==> config.mk <==
export PLATFORM = sky130hd
export DESIGN_NAME = aes_rx
export DESIGN_NICKNAME = d
export VERILOG_FILES = /design/src/rtl/aes_port_pkg.sv /design/src/rtl/aes_rx.sv
export SDC_FILE = /design/constraint.sdc
export NUM_CORES = 1
export LEC_CHECK = 0
export CAP_MARGIN = 25
export CORE_ASPECT_RATIO = 1.5
export CORE_MARGIN = 2
export CORE_UTILIZATION = 49
export CTS_BUF_LIST = sky130_fd_sc_hd__clkbuf_4 sky130_fd_sc_hd__clkbuf_8 sky130_fd_sc_hd__clkbuf_16
export DETAILED_ROUTE_END_ITERATION = 16
export GPL_TIMING_DRIVEN = 0
export PLACE_DENSITY = 0.75
export SYNTH_ARGS = -nofsm -noshare
export SYNTH_HDL_FRONTEND = slang
export SYNTH_SLANG_ARGS = --single-unit
==> constraint.sdc <==
create_clock -name clk -period 1.9 [get_ports clk]
set_clock_uncertainty 0.2 [all_clocks]
set_input_delay 0.19 -clock clk [delete_from_list [all_inputs] [get_ports clk]]
set_output_delay 0.19 -clock clk [all_outputs]
set_load 0.02 [all_outputs]
==> src/rtl/aes_port_pkg.sv <==
// Shared definitions for the byte-serial AES port (receive and transmit sides).
package aes_port_pkg;

  localparam int BYTE_W      = 8;
  localparam int BLOCK_BYTES = 16;
  localparam int BLOCK_W     = BYTE_W * BLOCK_BYTES;

  // Receiver/transmitter framing state: IDLE means no byte of a block seen yet.
  typedef enum logic {
    IDLE = 1'b0,
    RECV = 1'b1
  } aes_state_e;

endpackage : aes_port_pkg

==> src/rtl/aes_rx.sv <==
// aes_rx: assembles 16 bytes from the byte-serial AES port into a 128-bit block.
// A byte is signalled by any level change on shakehand. The first byte lands
// in data[127:120]. A completed block is held until popped with take.
// Optional feature: define AES_RX_TIMEOUT_EN to abort a partial block after
// TIMEOUT_CYCLES idle en-cycles (err_timeout pulses). Without it, a partial
// block waits forever.
module aes_rx
  import aes_port_pkg::*;
#(
  parameter int TIMEOUT_CYCLES = 64
) (
  input  logic               clk,
  input  logic               rst_n,
  input  logic               en,
  input  logic [BYTE_W-1:0]  rx,
  input  logic               shakehand,
  input  logic               take,
  output logic [BLOCK_W-1:0] data,
  output logic               full,
  output logic               overflow,
  output logic               err_timeout
);

  localparam int CNT_W = $clog2(BLOCK_BYTES);
  // Only bytes 0..14 are stored. The 16th byte goes straight from rx into the block.
  localparam int ASM_W = BLOCK_W - BYTE_W;

  aes_state_e         state_q;
  logic [CNT_W-1:0]   cnt_q;
  logic               sh_q;
  logic [ASM_W-1:0]   asm_q;
  logic [BLOCK_W-1:0] asm_d;
  logic [BLOCK_W-1:0] data_q;
  logic               full_q;
  logic               ovf_q;
  logic               byte_det;
  logic               last_byte;
  logic               take_ok;
  logic               abort;

  assign byte_det  = en && (shakehand != sh_q);
  assign asm_d     = {asm_q, rx};
  assign last_byte = byte_det && (state_q == RECV) && (cnt_q == CNT_W'(BLOCK_BYTES - 1));
  assign take_ok   = en && take && full_q;

`ifdef AES_RX_TIMEOUT_EN
  localparam int TO_W = $clog2(TIMEOUT_CYCLES + 1);

  logic [TO_W-1:0] idle_q;
  logic            err_q;

  // This is the last idle cycle that is tolerated. The abort happens on it.
  assign abort = en && (state_q == RECV) && !byte_det &&
                 (idle_q == TO_W'(TIMEOUT_CYCLES - 1));

  // Idle-cycle counter for a partial block, and the one-cycle abort pulse.
  always_ff @(posedge clk or negedge rst_n) begin
    if (!rst_n) begin
      idle_q <= '0;
      err_q  <= 1'b0;
    end else begin
      err_q <= abort;
      if (en) begin
        if ((state_q != RECV) || byte_det || abort) begin
          idle_q <= '0;
        end else begin
          idle_q <= idle_q + 1'b1;
        end
      end
    end
  end

  assign err_timeout = err_q;
`else
  // The timeout hardware is compiled out. TIMEOUT_CYCLES is still referenced,
  // so the parameter remains part of the interface.
  assign abort       = 1'b0 & (TIMEOUT_CYCLES != 0);
  assign err_timeout = 1'b0;
`endif

  // Framing FSM, byte counter, strobe history and assembly shifter.
  always_ff @(posedge clk or negedge rst_n) begin
    if (!rst_n) begin
      state_q <= IDLE;
      cnt_q   <= '0;
      sh_q    <= 1'b1;
      asm_q   <= '0;
    end else if (en) begin
      sh_q <= shakehand;
      if (abort) begin
        state_q <= IDLE;
        cnt_q   <= '0;
      end else if (byte_det) begin
        asm_q   <= asm_d[ASM_W-1:0];
        // The counter wraps to 0 on the 16th byte, which also returns the FSM to IDLE.
        cnt_q   <= cnt_q + 1'b1;
        state_q <= last_byte ? IDLE : RECV;
      end
    end
  end

  // Output holding register: load on completion, pop on take, flag dropped blocks.
  always_ff @(posedge clk or negedge rst_n) begin
    if (!rst_n) begin
      data_q <= '0;
      full_q <= 1'b0;
      ovf_q  <= 1'b0;
    end else begin
      if (take_ok) begin
        full_q <= 1'b0;
        ovf_q  <= 1'b0;
      end
      if (last_byte) begin
        if (!full_q || take_ok) begin
          data_q <= asm_d;
          full_q <= 1'b1;
        end else begin
          ovf_q <= 1'b1;
        end
      end
    end
  end

  assign data     = data_q;
  assign full     = full_q;
  assign overflow = ovf_q;

endmodule : aes_rx

# Yosys cells after proc, flatten, opt, wreduce, memory -nomap -nowiden
# Cells that the tools add are included.
# totals
regBits	256
output_inout_bits	131
elab_cells	26
# classes
n_addsub	1
n_eq_ne	2
muxes	7
n_reduce_logical	9
# op_table
operator	count
$mux 1	7
$logic_and 1x1->1	5
$add 4x1->4 const B	1
$eq 4x4->1 const B	1
$reduce_and 2->1	2
$logic_not 1->1	1
$logic_or 1x1->1	1
$ne 1x1->1	1

# Logic depth before layout (Yosys ltp)
# Gate-level depths: netlist of the first run.
# logic_depth
word_depth	5
mapped_depth	6
ltp_nobuf	4

# Worst setup path before layout of the first run
# No wires, ideal clock.
# synth_path
kind	reg-to-reg
startpoint	reg cnt_q[0]
endpoint	reg data_q[100] (netlist: data[100])
arrival_time_ns	1.613
setup_slack_ns	-0.038
stages_incl_launch_ff	7
path_buffers	2
synth_period_minus_slack_ns	1.938
cell_sequence	dfrtp_1 -> ha_1 -> and4_1 -> nand4_1 -> buf_2 -> buf_6 -> mux2_2
# synth_between
elab_chain_len	3
# synth_lines
element	line_no	rtl
start: declaration	aes_rx.sv:29	logic [CNT_W-1:0] cnt_q;
start signal: assignment	aes_rx.sv:96	cnt_q <= cnt_q + 1'b1;
$eq 4x4->1	aes_rx.sv:43	assign last_byte = byte_det && (state_q == RECV) && (cnt_q == CNT_W'(BLOCK_BYTES - 1));
$logic_and 1x1->1	aes_rx.sv:43	
$reduce_and 2->1 (no source line)	n/a	
end signal: assignment	aes_rx.sv:115	data_q <= asm_d;
end: declaration	aes_rx.sv:33	logic [BLOCK_W-1:0] data_q;
# No other way between the ends.
# A chain may end at the register's enable or synchronous reset.

# Worst setup path after layout of the first run
# layout_path
startpoint	reg sh_q
endpoint	reg data_q[53] (netlist: data[53])
# layout_between
elab_chain_len	5
# layout_lines
element	line_no	rtl
start: declaration	aes_rx.sv:30	logic sh_q;
start signal: assignment	aes_rx.sv:89	sh_q <= shakehand;
$ne 1x1->1	aes_rx.sv:41	assign byte_det = en && (shakehand != sh_q);
$logic_and 1x1->1	aes_rx.sv:41	
$logic_and 1x1->1 (2 in series)	aes_rx.sv:43	
$reduce_and 2->1 (no source line)	n/a	
# No other way between the ends.

==> impl_metrics.ini, run 1 <==
[placement]
io_buffers = 141
hpwl_um = 13400
gp_congestion = 0.780
dp.cells = 953

[sta]
finalHoldViolCount = 0
slew_headroom_pct = 60.9
setup_tns_ns = -2.57
tightest_slew_ns = 0.586
setup_slack_ns = -0.0448
fin_crit_ns = 1.94
setup_viol = 121
fin_crit_sh_pct = 102
rsz0062_at_grt = true
maxSlewViolCount = 0
fmax_mhz = 514

[finish]
drive_above_1_share_pct = 45.1
mostFrequentLayoutCell = dfrtp_1
fin_nets = 748
finalCoreUtilization_pct = 65.2
finalNonFillerCells = 1006
layout_common_cells = 255 x dfrtp_1, 248 x mux2_2, 85 x clkdlybuf4s50_1
area_growth_pct = 30.4
num_antenna_cells = 0

[floorplanning]
die_height_um = 176
die_area_um2 = 20800
core_um2 = 19200
start_util_pct = 50.0
die-width_um = 118
ios = 144
rows = 62

[global_route]
antenna_found_initial = 0
grt_pass1_wl_um = 31300
first_global_vias = 5669
grt_max_degree = 117
grt_usage_pct = 19.0
overflow = 0

[detailed_routing]
finalWirelength_um = 19300
via_count = 5133
wire_per_inst_um = 19.2
viasPerCell = 5.10
route.antenna.remaining_nets = 0
met1_length_um = 7270
met2_length_um = 10700
drtPass1Iterations = 5
wl_met3_um = 765
drc = 0
drtIter0Drc = 206
top_layer_used = met4

[cts]
worstSkewPairLatency_ns = 0.51
clockBufferDepth = 3
clk_pin_slew_ns = 0.07
cts_tree = done
cts_max_level = 1
numCtsBuffers = 23
root_buffer = clkbuf_16
clock_sinks = 256

[synthesis]
postSynthCellCount = 554
synth_top_area_share_pct = 66.3
synth_top_family_by_area = multiplexers
synthesis.nets = 568
synth_area_leader_cell = dfrtp_1
synth_seq_cells = 256
synth_compound_area_share_pct = 0.338
synth_xor_area_share_pct = 0.442
syn_area_per_cell_um2 = 17.4
synthMuxAreaShare_pct = 29.3
ys_types = 21
synthAdderAreaFrac_pct = 0.130
yosysSeqAreaShare_pct = 66.6
yosysWarnings = 0
yosys.area_share.simple_pct = 0.455
syn-cell-area_um2 = 9620
synth.area.top_cells = dfrtp_1 66%, mux2_2 29%, buf_6 2.0%, buf_2 0.42%, buf_4 0.31%

[power]
clkPwrFrac_pct = 24.7
p_switching_w = 0.00570
finalPower_w = 0.0189
power_frac_comb_pct = 27.8
power_leakage_nw = 6.53
power_density_nw_per_um2 = 1510
p_int_w = 0.0132
switching_share_pct = 30.2
pwr-share-seq_pct = 47.4
vdd_drop_max_mv = 1.01

[critical_path]
max_stage_delay_ns = 0.58
slowest_stage = dfstp_2
worst_setup_path_end_kind = flip-flop
worstPathCellList = xor2_4 -> nand4_1 -> buf_6 -> buf_12 -> buf_8 -> mux2_2
worstSetupStartpointType = flip-flop
crit_arrival_ns = 2.13
critPathKind = flip-flop to flip-flop
crit_required_ns = 2.09
worstPathMaxFanout = 10

[run_status]
status = finished, violations left
violations = negative setup slack

[min_path]
hold_path.class = primary input to async pin

[job]
maxCapViolCount = 0
## Yosys cell counts (all sizes together)
library cell,instances
a21bo,1
nand3,3
a31oi,1
buf,29
and4,1
mux2,250
nand4,1
inv,1
xnor2,3
ha,1
and3,1
a41oi,1
conb,1
xor2,1
dfrtp,255
dfstp,1
a21boi,1
nand2,2
## what timing repair did
action | 4_1_cts | 5_1_grt
resized for setup | 64 | 37
gates cloned | 4 | 0
endpoints found under the hold margin | 261 | 0
setup buffers | 6 | 0
hold buffers | 2 | 0
pin swaps | 2 | 1
setup endpoints to repair | 261 | 272
## power groups by stage
stage,logic (W),registers (W),clock network (W)
final,0.00527,0.00897,0.00468
after global routing,0.00561,0.00926,0.00499
after CTS,0.00538,0.00903,0.00477
after detailed placement,0.00535,0.00912,0
after global placement,0.00518,0.00900,0
after floorplan,0.00220,0.00947,0
## per-layer routing
layer  global-route usage (%)  vias up
met5                        0        -
met4                     6.05        0
met3                     3.02       32
met2                     35.6      108
met1                     22.1     2680
li1                         -     2313
## area by class of cell
cell class | instances | area, um^2
Inverter | 1 | 3.75
Tap cell | 256 | 320
Timing Repair Buffer | 155 | 1690
Fill cell | 1426 | 6690
Multi-Input combinational cell | 268 | 2970
Clock buffer | 32 | 662
Sequential cell | 256 | 6410
Clock inverter | 9 | 105
Buffer | 29 | 390
## through the flow
stage               instance area, um^2  hold WS (ns)  setup WS [ns]
finish                            12500       0.00496        -0.0448
global route                      12500        0.0414         -0.133
CTS                               12400        0.0124        -0.0402
detailed placement                11400       -0.0540         -0.351
global placement                  11400         0.254          -9.76
floorplan                          9630        -0.306         0.0308
## cells by family after synthesis
| family | count (synthesis) |
|---|---|
| AO/OA/AOI/OAI | 4 |
| XOR/XNOR | 4 |
| adder cells (fa/ha/maj) | 1 |
| buffers and inverters | 30 |
| flip-flops | 256 |
| multiplexers | 250 |
| other | 1 |
| AND/OR/NAND/NOR | 8 |
## critical path: cells and delay by family (launching register included)
family	cells	cell delay, ns
mux	1	0.28
simple gates	1	0.13
xor+xnor	1	0.18
flops	1	0.58
buf+inv	3	0.45
## state kept, by name (all words and copies together), names as in the netlist, named ones only
| name | cells |
|---|---|
| cnt_q | 4 |
| full | 1 |
| sh_q | 1 |
| data | 128 |
| asm_q | 120 |
| state_q | 1 |
## final timing paths
kind	from	to	slack, ns	depth (start not counted)
worst max-delay path	sh_q$_DFFE_PN1P_	data[53]$_DFFE_PN0P_	-0.04	6
worst min-delay path	rst_n	data[85]$_DFFE_PN0P_	0.005	2
worst max register to register	sh_q$_DFFE_PN1P_	data[53]$_DFFE_PN0P_	-0.04	6
worst min register to register	cnt_q[2]$_DFFE_PN0P_	cnt_q[2]$_DFFE_PN0P_	0.28	1
max in group asynchronous	rst_n	data[13]$_DFFE_PN0P_	0.58	3
min in group clk	take	flip-flop	0.09	2
(Power assumes the default switching activity.)
==> run 2, diff against run 1 <==
--- a/config.mk
+++ b/config.mk
@@ -8,11 +8,11 @@
 export CAP_MARGIN = 25
 export CORE_ASPECT_RATIO = 1.5
 export CORE_MARGIN = 2
-export CORE_UTILIZATION = 49
+export CORE_UTILIZATION = 45
 export CTS_BUF_LIST = sky130_fd_sc_hd__clkbuf_4 sky130_fd_sc_hd__clkbuf_8 sky130_fd_sc_hd__clkbuf_16
 export DETAILED_ROUTE_END_ITERATION = 16
 export GPL_TIMING_DRIVEN = 0
-export PLACE_DENSITY = 0.75
+export PLACE_DENSITY = 0.7
 export SYNTH_ARGS = -nofsm -noshare
 export SYNTH_HDL_FRONTEND = slang
 export SYNTH_SLANG_ARGS = --single-unit
==> impl_metrics.ini, run 2 (synthesis results as in run 1) <==
[run_status]
status = finished, violations left
violations = negative setup slack

[power]
power_leakage_nw = 6.91
power_density_nw_per_um2 = 1480
vdd_drop_max_mv = 0.943

[cts]
numCtsBuffers = 23
worstSkewPairLatency_ns = 0.50
clk_pin_slew_ns = 0.06
root_buffer = clkbuf_16
cts_tree = done
clockBufferDepth = 3
cts_max_level = 1
clock_sinks = 256

[sta]
maxSlewViolCount = 0
setup_slack_ns = -0.0569
rsz0062_at_grt = true
fmax_mhz = 511
finalHoldViolCount = 0
setup_tns_ns = -4.31
tightest_slew_ns = 0.566
setup_viol = 128
slew_headroom_pct = 62.2
fin_crit_ns = 1.96
hold_ws_ns = 0.108
fin_crit_sh_pct = 103

[critical_path]
crit_family = flip-flops
worst_setup_path_end_kind = flip-flop
cp_common_cell = buf_6
slowest_stage = dfstp_2
cp_num_buf_inv = 3
crit_arrival_ns = 2.14
worstPathMaxFanout = 10
critPathKind = flip-flop to flip-flop
crit_required_ns = 2.08
worstSetupStartpointType = flip-flop
worstPathCellList = xor2_4 -> nand4_1 -> buf_6 -> buf_6 -> buf_12 -> mux2_4
max_stage_delay_ns = 0.59

[global_route]
antenna_found_initial = 0
grt_usage_pct = 17.0
grt_pass1_wl_um = 30100
grt_max_degree = 115
overflow = 0
first_global_vias = 5654

[finish]
largest_register_ffs = 128
mostFrequentLayoutCell = dfrtp_1
finalNonFillerCells = 1022
fin_nets = 751
area_growth_pct = 31.4
drive_above_1_share_pct = 45.4
finalCoreUtilization_pct = 60.2
layout_common_cells = 255 x dfrtp_1, 248 x mux2_2, 61 x clkdlybuf4s50_1
num_antenna_cells = 0

[detailed_routing]
drtPass1Iterations = 3
wire_per_inst_um = 18.5
finalWirelength_um = 18900
route.antenna.remaining_nets = 0
drc = 0
viasPerCell = 5.03
drtIter0Drc = 195
via_count = 5142

[min_path]
hold_path.class = primary input to async pin

[floorplanning]
die_height_um = 183
die_area_um2 = 22600
core_um2 = 21000
rows = 65
start_util_pct = 45.9
die-width_um = 123
ios = 144

[placement]
gp_congestion = 0.710
io_buffers = 141
dp_slack_ns = -0.392
dp.cells = 965
hpwl_um = 13300

[job]
maxCapViolCount = 0
-- run 2: layout make-up --
cell class	count	area, um^2
plain buffers	29	410
clock buffers	38	732
clock inverters	4	28.8
fillers	1615	8340
inverters	1	3.75
multi-input cells	268	2980
flip-flops and latches	256	6410
well taps	268	335
repair buffers	158	1750
-- run 2: routing by layer --
metal / wire, um / global-route usage (%) / part of all wire, %
met5: 0 / 0 / 0
met4: 376 / 4.82 / 2.0
met3: 810 / 2.77 / 4.3
met2: 10600 / 31.6 / 56
met1: 7160 / 20.0 / 38
-- run 2: worst paths after layout --
kind / cells past startpoint / endpoint / startpoint / slack (ns)
hold reg to reg: 1 / cnt_q[3]$_DFFE_PN0P_ / cnt_q[3]$_DFFE_PN0P_ / 0.28
max in group asynchronous: 4 / data[18]$_DFFE_PN0P_ / rst_n / 0.45
setup / recovery: 6 / data[125]$_DFFE_PN0P_ / sh_q$_DFFE_PN1P_ / -0.06
setup reg to reg: 6 / data[125]$_DFFE_PN0P_ / sh_q$_DFFE_PN1P_ / -0.06
min in group clk: 2 / flip-flop / take / 0.11
hold / removal: 3 / asm_q[78]$_DFFE_PN0P_ / rst_n / 0.11
-- run 2: worst register-to-register path, stage by stage, from the launching register on --
cell and delay, ns:
dfstp_2 0.59, xor2_4 0.20, nand4_1 0.13, buf_6 0.16, buf_6 0.13, buf_12 0.14, mux2_4 0.29
-- run 2: power by group --
| part | switching [W] | internal, W | total (W) | leakage, nW |
|---|---|---|---|---|
| sequential | 0.00144 | 0.00748 | 0.00892 | 3.33 |
| combinational | 0.00224 | 0.00301 | 0.00524 | 3.20 |
| clock | 0.00190 | 0.00264 | 0.00454 | 0.379 |
-- run 2: stage by stage --
stage	instance area (um^2)	total power [W]
final	12600	0.0187
after global routing	12600	0.0197
after CTS	12400	0.0190
after detailed placement	11400	0.0144
after global placement	11400	0.0142
after floorplan	9630	0.0117
-- run 2: what timing repair did --
| item | 4_1_cts | 5_1_grt |
|---|---|---|
| setup buffers | 5 | 3 |
| pin swaps | 1 | 0 |
| resized for setup | 72 | 57 |
| hold buffers | 4 | 0 |
| gates cloned | 2 | 1 |
| setup endpoints to repair | 282 | 285 |
| endpoints found under the hold margin | 148 | 0 |
==> run 3, diff against run 2 <==
--- a/config.mk
+++ b/config.mk
@@ -5,7 +5,7 @@
 export SDC_FILE = /design/constraint.sdc
 export NUM_CORES = 1
 export LEC_CHECK = 0
-export CAP_MARGIN = 25
+export CAP_MARGIN = 20
 export CORE_ASPECT_RATIO = 1.5
 export CORE_MARGIN = 2
 export CORE_UTILIZATION = 45
==> results of run 3 <==
Same layout as run 2: the final DEF is identical, and so are final timing and power.
